==> src/rtl/dram_ls_unit.sv <==
// Data-RAM load/store responder: aligns byte lanes, splits misaligned accesses
// into two word accesses, and returns sign/zero-extended load data.
module dram_ls_unit #(
  parameter int unsigned ADDR_W = 10
) (
  input  logic              clk,
  input  logic              rst,
  input  logic              req_valid,
  output logic              req_ready,
  input  logic              memread,
  input  logic              memwrite,
  input  logic [2:0]        mask,
  input  logic [31:0]       addr,
  input  logic [31:0]       wdata,
  output logic              rsp_valid,
  output logic              rsp_err,
  output logic [31:0]       rdata,
  output logic              ram_en,
  output logic [3:0]        ram_we,
  output logic [ADDR_W-1:0] ram_addr,
  output logic [31:0]       ram_wdata,
  input  logic [31:0]       ram_rdata
);

  typedef enum logic [2:0] {S_IDLE, S_ACC0, S_ACC1, S_WAIT, S_RESP} state_t;

  state_t      r_state;
  logic        r_rd;
  logic        r_sext;
  logic [1:0]  r_size;
  logic [1:0]  r_off;
  logic        r_split;
  logic [3:0]  r_hi_we;
  logic [31:0] r_hi_wdata;
  logic [31:0] r_lo;

  logic        w_illegal;
  logic [1:0]  w_off;
  logic [3:0]  w_base;
  logic [7:0]  w_en8;
  logic [63:0] w_span;
  logic        w_split;
  logic [63:0] w_pair;
  logic [63:0] w_shift;
  logic [31:0] w_ext;
  logic        w_unused;

  // Request-side lane alignment, evaluated on the inputs at acceptance
  assign w_illegal = (mask[1:0] == 2'b11) || (memread == memwrite);
  assign w_off     = addr[1:0];
  assign w_split   = ((mask[1:0] == 2'b10) && (w_off != 2'b00)) ||
                     ((mask[1:0] == 2'b01) && (w_off == 2'b11));
  assign w_en8     = {4'b0000, w_base} << w_off;
  assign w_span    = {32'b0, wdata} << {w_off, 3'b000};
  assign w_unused  = &{1'b0, addr[31:ADDR_W+2]};

  always_comb begin
    w_base = 4'b1111;
    case (mask[1:0])
      2'b00:   w_base = 4'b0001;
      2'b01:   w_base = 4'b0011;
      default: w_base = 4'b1111;
    endcase
  end

  // Load-side merge of the captured word(s), then size select and extension
  assign w_pair  = r_split ? {ram_rdata, r_lo} : {32'b0, ram_rdata};
  assign w_shift = w_pair >> {r_off, 3'b000};

  always_comb begin
    w_ext = w_shift[31:0];
    case (r_size)
      2'b00:   w_ext = {{24{r_sext & w_shift[7]}}, w_shift[7:0]};
      2'b01:   w_ext = {{16{r_sext & w_shift[15]}}, w_shift[15:0]};
      default: w_ext = w_shift[31:0];
    endcase
  end

  always_ff @(posedge clk or posedge rst) begin
    if (rst) begin
      r_state    <= S_IDLE;
      req_ready  <= 1'b1;
      rsp_valid  <= 1'b0;
      rsp_err    <= 1'b0;
      rdata      <= 32'h0;
      ram_en     <= 1'b0;
      ram_we     <= 4'h0;
      ram_addr   <= '0;
      ram_wdata  <= 32'h0;
      r_rd       <= 1'b0;
      r_sext     <= 1'b0;
      r_size     <= 2'b00;
      r_off      <= 2'b00;
      r_split    <= 1'b0;
      r_hi_we    <= 4'h0;
      r_hi_wdata <= 32'h0;
      r_lo       <= 32'h0;
    end else begin
      rsp_valid <= 1'b0;
      rsp_err   <= 1'b0;
      ram_en    <= 1'b0;
      ram_we    <= 4'h0;
      case (r_state)
        S_IDLE: begin
          if (req_valid) begin
            req_ready  <= 1'b0;
            rdata      <= 32'h0;
            r_rd       <= memread;
            r_sext     <= mask[2];
            r_size     <= mask[1:0];
            r_off      <= w_off;
            r_split    <= w_split;
            r_hi_we    <= memwrite ? w_en8[7:4] : 4'h0;
            r_hi_wdata <= w_span[63:32];
            if (w_illegal) begin
              r_state   <= S_RESP;
              rsp_valid <= 1'b1;
              rsp_err   <= 1'b1;
            end else begin
              r_state   <= S_ACC0;
              ram_en    <= 1'b1;
              ram_addr  <= addr[ADDR_W+1:2];
              ram_we    <= memwrite ? w_en8[3:0] : 4'h0;
              ram_wdata <= w_span[31:0];
            end
          end
        end
        S_ACC0: begin
          if (r_split) begin
            r_state   <= S_ACC1;
            ram_en    <= 1'b1;
            ram_addr  <= ram_addr + ADDR_W'(1);
            ram_we    <= r_hi_we;
            ram_wdata <= r_hi_wdata;
          end else if (r_rd) begin
            r_state <= S_WAIT;
          end else begin
            r_state   <= S_RESP;
            rsp_valid <= 1'b1;
          end
        end
        S_ACC1: begin
          if (r_rd) begin
            r_lo    <= ram_rdata;
            r_state <= S_WAIT;
          end else begin
            r_state   <= S_RESP;
            rsp_valid <= 1'b1;
          end
        end
        S_WAIT: begin
          rdata     <= w_ext;
          r_state   <= S_RESP;
          rsp_valid <= 1'b1;
        end
        S_RESP: begin
          r_state   <= S_IDLE;
          req_ready <= 1'b1;
        end
        default: begin
          r_state   <= S_IDLE;
          req_ready <= 1'b1;
        end
      endcase
    end
  end

endmodule

==> config.mk <==
export PLATFORM = sky130hd
export DESIGN_NAME = dram_ls_unit
export DESIGN_NICKNAME = d
export VERILOG_FILES = /design/src/rtl/dram_ls_unit.sv
export SDC_FILE = /design/constraint.sdc
export NUM_CORES = 1
export LEC_CHECK = 0
export ABC_AREA = 1
export CELL_PAD_IN_SITES_DETAIL_PLACEMENT = 0
export CELL_PAD_IN_SITES_GLOBAL_PLACEMENT = 1
export CORE_AREA = 2 2 153 155
export CTS_CLUSTER_DIAMETER = 50
export CTS_CLUSTER_SIZE = 8
export DETAILED_ROUTE_END_ITERATION = 12
export DIE_AREA = 0 0 155 157
export PLACE_DENSITY_LB_ADDON = 0.3
export SLEW_MARGIN = 20
export SYNTH_ARGS = -nofsm -noshare
export SYNTH_HDL_FRONTEND = slang
export SYNTH_SLANG_ARGS = --single-unit
==> constraint.sdc <==
create_clock -name clk -period 5.7 [get_ports clk]
set_input_delay 1.14 -clock clk [delete_from_list [all_inputs] [get_ports clk]]
set_output_delay 1.14 -clock clk [all_outputs]
set_load 0.02 [all_outputs]
==> Word level (Yosys, flattened, before mapping) <==
Index checks and enable logic that the tools add are counted.
{ "op_classes": {"n_addsub": 1, "n_bitwise": 3, "n_reduce_logical": 16, "n_shift": 3, "n_mux": 36, "n_eq_ne": 12} }
{ "op_table": {"columns": ["operator", "count"], "rows": [
  ["$pmux 32 s2", 3],
  ["$mux 32", 4],
  ["$mux 64", 1],
  ["$shl 32x5->64", 1],
  ["$shr 64x5->32", 1],
  ["$mux 10", 3],
  ["$mux 4", 5],
  ["$pmux 10 s2", 1],
  ["$pmux 4 s2", 2],
  ["$mux 3", 4],
  ["$pmux 3 s4", 1],
  ["$add 10x1->10 const B", 1],
  ["$mux 1", 9],
  ["$reduce_and 2->1", 4],
  ["$shl 4x2->8", 1],
  ["$eq 2x2->1 const B", 3],
  ["$eq 3x2->1 const B", 2],
  ["$ne 2x2->1 const B", 3],
  ["$reduce_bool 2->1", 3],
  ["$eq 2x1->1 const B", 2],
  ["$logic_not 2->1", 2],
  ["$pmux 1 s2", 2],
  ["$pmux 1 s4", 1],
  ["$reduce_and 4->1", 1],
  ["other kinds (8)", 11]
]} }
{ "totals": {"register_bits": 160, "output_inout_bits": 82, "in_bits": 104, "wordCells": 88} }

==> Longest topological paths before layout <==
Gate-level depths: netlist of the first run.
{ "logic_depth": {"depth_word": 7, "mapped_depth": 11, "ltp_nobuf": 9} }

==> Least setup slack after synthesis of the first run <==
No wires, ideal clock.
{ "synth_path": {"path_kind": "input port to flip-flop", "start": "in addr[0]", "end": "reg ram_wdata[24]", "t_required_ns": 5.584, "setup_ns": 0.116, "t_arrival_ns": 2.031, "setup_slack_ns": 3.553, "cell_stages": 6, "n_path_buf": 2, "cell_sequence": "clkbuf_1 clkbuf_1 mux2i_1 o22ai_1 nand2_1 nand2_1"} }
{ "synth_between": {"elab_chain_len": 4} }
{ "synth_rtl": {"columns": ["element", "line_no", "source"], "rows": [
  ["start, declared", "13", "input logic [31:0] addr,"],
  ["$shl 32x5->64", "54", "assign w_span = {32'b0, wdata} << {w_off, 3'b000};"],
  ["$mux 32", "115", "if (w_illegal) begin"],
  ["$mux 32", "105", "if (req_valid) begin"],
  ["$pmux 32 s2", "103", "case (r_state)"],
  ["end signal, assigned", "124", "ram_wdata <= w_span[31:0];"],
  ["end signal, assigned", "134", "ram_wdata <= r_hi_wdata;"],
  ["end, declared", "21", "output logic [31:0] ram_wdata,"]
]} }
No other way between the ends. The select of a mux whose other input is x is not followed.
A chain may end at the register's enable or synchronous reset.

==> Worst setup path in the final report of the first run <==
{ "layout_path": {"start": "in addr[1]", "end": "reg ram_wdata[7]"} }
Same word-level chain as after synthesis.

==> results of run 1 <==
## report_power, final
group / switching (mW) / total (mW) / internal, mW
sequential: 0.276 / 1.77 / 1.49
combinational: 1.65 / 2.60 / 0.952
clock: 0.486 / 1.32 / 0.838
## cell type report
class	count	area [um2]
fill	2267	11800
multi-input combinational	837	3870
sequential	151	3780
timing repair buffer	174	1710
clock buffer	18	439
tap	285	357
inverter	78	300
clock inverter	14	248
## tightest hold or removal path, stage by stage, from the launching register on
cell and delay [ns]:
dfrtp_1 0.34, nand2_1 0.05, nand2_1 0.05
## metrics by stage
step                total power [mW]  worst slack, ns  utilization (%)  hold WS [ns]  cell area, um2
floorplan                       3.52            0.497                -         0.448            8310
detailed placement              4.41             1.94             44.5         0.464           10000
global placement                4.37             1.95             44.5         0.462           10000
finish                          5.70             2.46             47.6         0.478           10700
CTS                             5.75             2.40             47.6         0.482           10700
global route                    6.12             2.17             47.6         0.495           10700
## metal layers
layer	share of wire, %	wire [um]
met1	43	11100
met2	48	12300
met3	6.0	1550
met4	3.2	814
met5	0	0
## registers in the layout, indices dropped and copies added, names as in the netlist, 2 cells and up
| signal | cells |
|---|---|
| r_state | 3 |
| ram_we | 4 |
| r_lo | 32 |
| r_off | 2 |
| ram_addr | 10 |
| ram_wdata | 32 |
| r_hi_we | 3 |
| r_hi_wdata | 24 |
| rdata | 32 |
| r_size | 2 |
## layout by cell type, fill, tap and decap left out, types with 3 or more instances in the layout
cell             count
clkdlybuf4s50_1    164
inv_2                3
buf_4                9
a31oi_1              5
a21oi_1             44
bufinv_16            6
clkinv_4             5
o21ai_0            111
nor2_1              33
dfrtp_1            149
or2_2                5
nand2_1            444
clkbuf_16           17
mux2_2              10
o22ai_1             28
nand3_1             91
o21ai_1             18
inv_1               72
o211ai_1            16
mux2i_1              8
## logic make-up (layout without fill, tap and decap cells)
| kind of cell | count (synthesis) | count (layout) | share of synthesized area [%] |
|---|---|---|---|
| flip-flops | 151 | 151 | 45.5 |
| multiplexers | 18 | 18 | 2.32 |
| XOR/XNOR | 3 | 3 | 0.316 |
| AO/OA/AOI/OAI | 228 | 228 | 14.9 |
| AND/OR/NAND/NOR | 587 | 587 | 28.9 |
| adder cells (fa/ha/maj) | 1 | 1 | 0.150 |
| buffers and inverters | 151 | 284 | 7.96 |
## final timing paths
check | slack, ns | startpoint | to | depth (start not counted)
max reg2reg | 3.27 | r_state[0] | rdata[3] | 6
min | 0.48 | rdata[13] | rdata[13] | 2
max | 2.46 | addr[1] | ram_wdata[7] | 6
min reg2reg | 0.48 | rdata[13] | rdata[13] | 2
max in group asynchronous | 3.41 | rst | req_ready | 3
min in group asynchronous | 1.26 | rst | r_lo[31] | 2
==> flow_summary.json, run 1 <==
{
  "run_status": "complete, no violations",
  "synth.most_common_cell": "nand2_1",
  "core_area_um2": 22500,
  "power_density_nw_per_um2": 532,
  "drtAntennaViolNets": 0,
  "synthCells": 1139,
  "cp-start-kind": "input pin",
  "hold_buffers": 0,
  "floorplan.initialDensity_pct": 36.9,
  "clockBufferDepth": 2,
  "clk_pin_slew_worst_paths_ns": 0.06,
  "hp-class": "flop to flop",
  "cp_top_family": "buffers and inverters",
  "drc": 0,
  "fmax_mhz": 308,
  "dp_hpwl_um": 17700,
  "p_leak_nw": 5.13,
  "critical_path.max_stage_delay_ns": 0.96,
  "antenna_found_initial": 0,
  "ys_top_cells_by_count": "nand2_1 (444), dfrtp_1 (150), o21ai_0 (111)",
  "synth.yosys.seq_area_share_pct": 45.5,
  "synth_edf_count": 0,
  "ioPinCount": 186,
  "drt-pass1-iter-count": 5,
  "dp_cells": 1525,
  "insertion_delay_ns": 0.43,
  "max-vdd-ir-drop_mv": 0.265,
  "drive_gt1_share_pct": 5.66,
  "grtUsageMet3_pct": 5.34,
  "diodes": 0,
  "required_ns": 6.00,
  "slew_headroom_pct": 31.3,
  "htreeDepth": 4,
  "fin_crit_sh_pct": 56.9,
  "dieArea_um2": 24300,
  "met1_usage_pct": 27.7,
  "nets": 1364,
  "slowest_stage": "clkdlybuf4s50_1",
  "grt_start_max_net_pins": 85,
  "grt_overflow": 0,
  "worst_pin_slew_ns": 1.03,
  "busiest_layer": "met2",
  "critPathBufInv": 2,
  "hold_viol": 0,
  "chipWidth_um": 155,
  "synthFlopType": "dfrtp_1",
  "syn_nets": 1244,
  "setup-violations-final": 0,
  "maxSlewViolCount": 0,
  "cts.sinks": 151,
  "gp_congestion": 0.887,
  "io_buffers": 165,
  "synth.area.top_cells": "dfrtp_1 (45%), nand2_1 (20%), o21ai_0 (6.7%)",
  "cts_tree": "done",
  "grt_pass1_vias": 7774,
  "yosys.area.top_type": "dfrtp_1",
  "period_needed_ns": 3.24,
  "synth.top_cell.area_share_pct": 45.2,
  "gr-usage-met2_pct": 35.8,
  "cp_cell_sequence": "clkdlybuf4s50_1 > inv_1 > nand2_2 > nor2_1 > a21oi_1 > o21ai_1",
  "maxCapViolations": 0,
  "yosys_warnings": 0,
  "fin_cells": 1557,
  "routed-via-count": 8037,
  "netlist_area_um2": 8310,
  "endpoint_kind": "flop",
  "ys_ff_latch": 151,
  "arrival_ns": 3.54,
  "synth.avg_cell_area_um2": 7.30,
  "wl_um": 25700,
  "clockRootBuffer": "clkbuf_16",
  "post_cts_buffers": 0,
  "area_growth_syn_to_layout_pct": 28.8,
  "crit_fanout": 24,
  "async_flop_share_pct": 100,
  "critPathKind": "input pin to flop",
  "numCtsBuffers": 17,
  "fin_skew_ns": 0.0101,
  "synth.distinct_cells": 41,
  "grt_usage_pct": 21.7,
  "detail_route.iter0.violations": 520,
  "cts_resized": 0,
  "die_h_um": 157,
  "viasPerCell": 5.16,
  "rsz0062_at_grt": "false",
  "wl_per_cell_um": 16.5,
  "rows": 55,
  "grt_pass1_wl_um": 41300,
  "tns_ns": 0
}
(Power assumes the default switching activity.)
==> inputs of run 2 (changes only) <==
--- a/config.mk
+++ b/config.mk
@@ -8,11 +8,11 @@
 export ABC_AREA = 1
 export CELL_PAD_IN_SITES_DETAIL_PLACEMENT = 0
 export CELL_PAD_IN_SITES_GLOBAL_PLACEMENT = 1
-export CORE_AREA = 2 2 153 155
+export CORE_AREA = 2 2 162 164
 export CTS_CLUSTER_DIAMETER = 50
 export CTS_CLUSTER_SIZE = 8
 export DETAILED_ROUTE_END_ITERATION = 12
-export DIE_AREA = 0 0 155 157
+export DIE_AREA = 0 0 164 166
 export PLACE_DENSITY_LB_ADDON = 0.3
 export SLEW_MARGIN = 20
 export SYNTH_ARGS = -nofsm -noshare
==> constraint.sdc (replaced) <==
create_clock -name clk -period 2.8 [get_ports clk]
set_input_delay 0.56 -clock clk [delete_from_list [all_inputs] [get_ports clk]]
set_output_delay 0.56 -clock clk [all_outputs]
set_load 0.02 [all_outputs]
==> flow_summary.json, run 2 (synthesized netlist as in run 1, its figures left out) <==
{
  "final_cell_mix": "nand2_1 (444), clkdlybuf4s50_1 (164), dfrtp_1 (149)",
  "required_ns": 2.24,
  "die_h_um": 166,
  "drtAntennaViolNets": 0,
  "dpl_cell_area_um2": 10300,
  "cp_cell_sequence": "clkdlybuf4s50_1",
  "critPathBufInv": 1,
  "cts.sinks": 151,
  "setup-violations-final": 0,
  "dp_hpwl_um": 18500,
  "stdcell_area_um2": 10900,
  "grt_pass1_wl_um": 41900,
  "grt_pass1_vias": 7735,
  "r2r_slack_ns": 0.77,
  "detail_route.iter0.violations": 447,
  "nFillCells": 2632,
  "run_status": "complete, no violations",
  "nets": 1380,
  "hold_buffers": 0,
  "fin_crit_sh_pct": 76.2,
  "cts_tree": "done",
  "slowest_stage": "clkdlybuf4s50_1",
  "hp-class": "flop to flop",
  "area_growth_syn_to_layout_pct": 30.6,
  "rows": 59,
  "viasPerCell": 4.91,
  "fin_skew_ns": 0.0180,
  "hold_slack_ns": 0.478,
  "io_buffers": 165,
  "gp_congestion": 0.857,
  "ioPinCount": 186,
  "antenna_found_initial": 1,
  "floorplan.initialDensity_pct": 32.5,
  "critical_path.max_stage_delay_ns": 0.62,
  "core_area_um2": 25600,
  "dieArea_um2": 27200,
  "tns_ns": 0,
  "wl_um": 26000,
  "fmax_mhz": 469,
  "cp_top_family": "buffers and inverters",
  "fin_ws_ns": 0.667,
  "cts_resized": 0,
  "maxCapViolations": 0,
  "maxSlewViolCount": 0,
  "finalPower_mw": 11.4,
  "chipWidth_um": 164,
  "power_density_nw_per_um2": 1050,
  "grt_start_max_net_pins": 88,
  "numCtsBuffers": 17,
  "final_common_cell": "nand2_1",
  "clk_pin_slew_worst_paths_ns": 0.07,
  "arrival_ns": 1.57,
  "drc": 0,
  "drive_gt1_share_pct": 6.83,
  "diodes": 0,
  "worst_pin_slew_ns": 0.886,
  "clockRootBuffer": "clkbuf_16",
  "endpoint_kind": "primary output",
  "rsz0062_at_grt": "false",
  "insertion_delay_ns": 0.44,
  "clockBufferDepth": 2,
  "grt_usage_pct": 19.7,
  "top_regs": "r_lo: 32 flops, ram_wdata: 32 flops, rdata: 32 flops",
  "period_needed_ns": 2.13,
  "routed-via-count": 7975,
  "cp-start-kind": "flop",
  "grt_overflow": 0,
  "hold_viol": 0,
  "htreeDepth": 4,
  "critPathKind": "flop to primary output",
  "crit_fanout": 2,
  "wl_per_cell_um": 16.0,
  "drt-pass1-iter-count": 5,
  "post_cts_buffers": 0,
  "p_leak_nw": 5.19,
  "slew_headroom_pct": 40.8,
  "max-vdd-ir-drop_mv": 0.488,
  "dp_slack_ns": 0.255
}
## run 2: path summary, 6_finish.rpt
| path | startpoint | to | depth (start not counted) |
|---|---|---|---|
| worst max-delay path | req_ready | req_ready | 1 |
| max in group asynchronous | rst | r_split | 3 |
| worst min register to register | ram_wdata[24] | ram_wdata[24] | 2 |
| worst min-delay path | ram_wdata[24] | ram_wdata[24] | 2 |
| worst max register to register | r_state[2] | r_lo[2] | 5 |
| min in group asynchronous | rst | r_lo[30] | 3 |
## run 2: layer usage
metal  vias to the layer above  GRT usage, %  part of all wire, %  wire length, um
met5                         -             0                0.050               13
met4                         2          6.98                  2.7              708
met3                        34          3.50                  4.3             1130
met2                       206          32.2                   48            12400
met1                      3751          26.2                   45            11700
li1                       3982             -                    -                -
## run 2: area by class of cell
type                            count  area, um2  area share [%]
Clock inverter                     15        178            1.64
Multi-Input combinational cell    837       3870            35.7
Clock buffer                       17        425            3.92
Timing Repair Buffer              190       1880            17.4
Inverter                           78        299            2.75
Sequential cell                   151       3780            34.8
Tap cell                          335        419            3.86
## run 2: stage by stage
step / util (%) / std cells
final: 42.4 / 1623
after global routing: 42.4 / 1623
after CTS: 42.4 / 1623
after detailed placement: 40.0 / 1591
after global placement: 40.0 / 1591
after floorplan: - / 1139
## run 2: power breakdown
| part | total, mW | switching [mW] | internal, mW |
|---|---|---|---|
| clock | 2.37 | 1.09 | 1.28 |
| combinational | 5.48 | 3.42 | 2.06 |
| sequential | 3.56 | 0.523 | 3.04 |
| total | 11.4 | 5.03 | 6.38 |
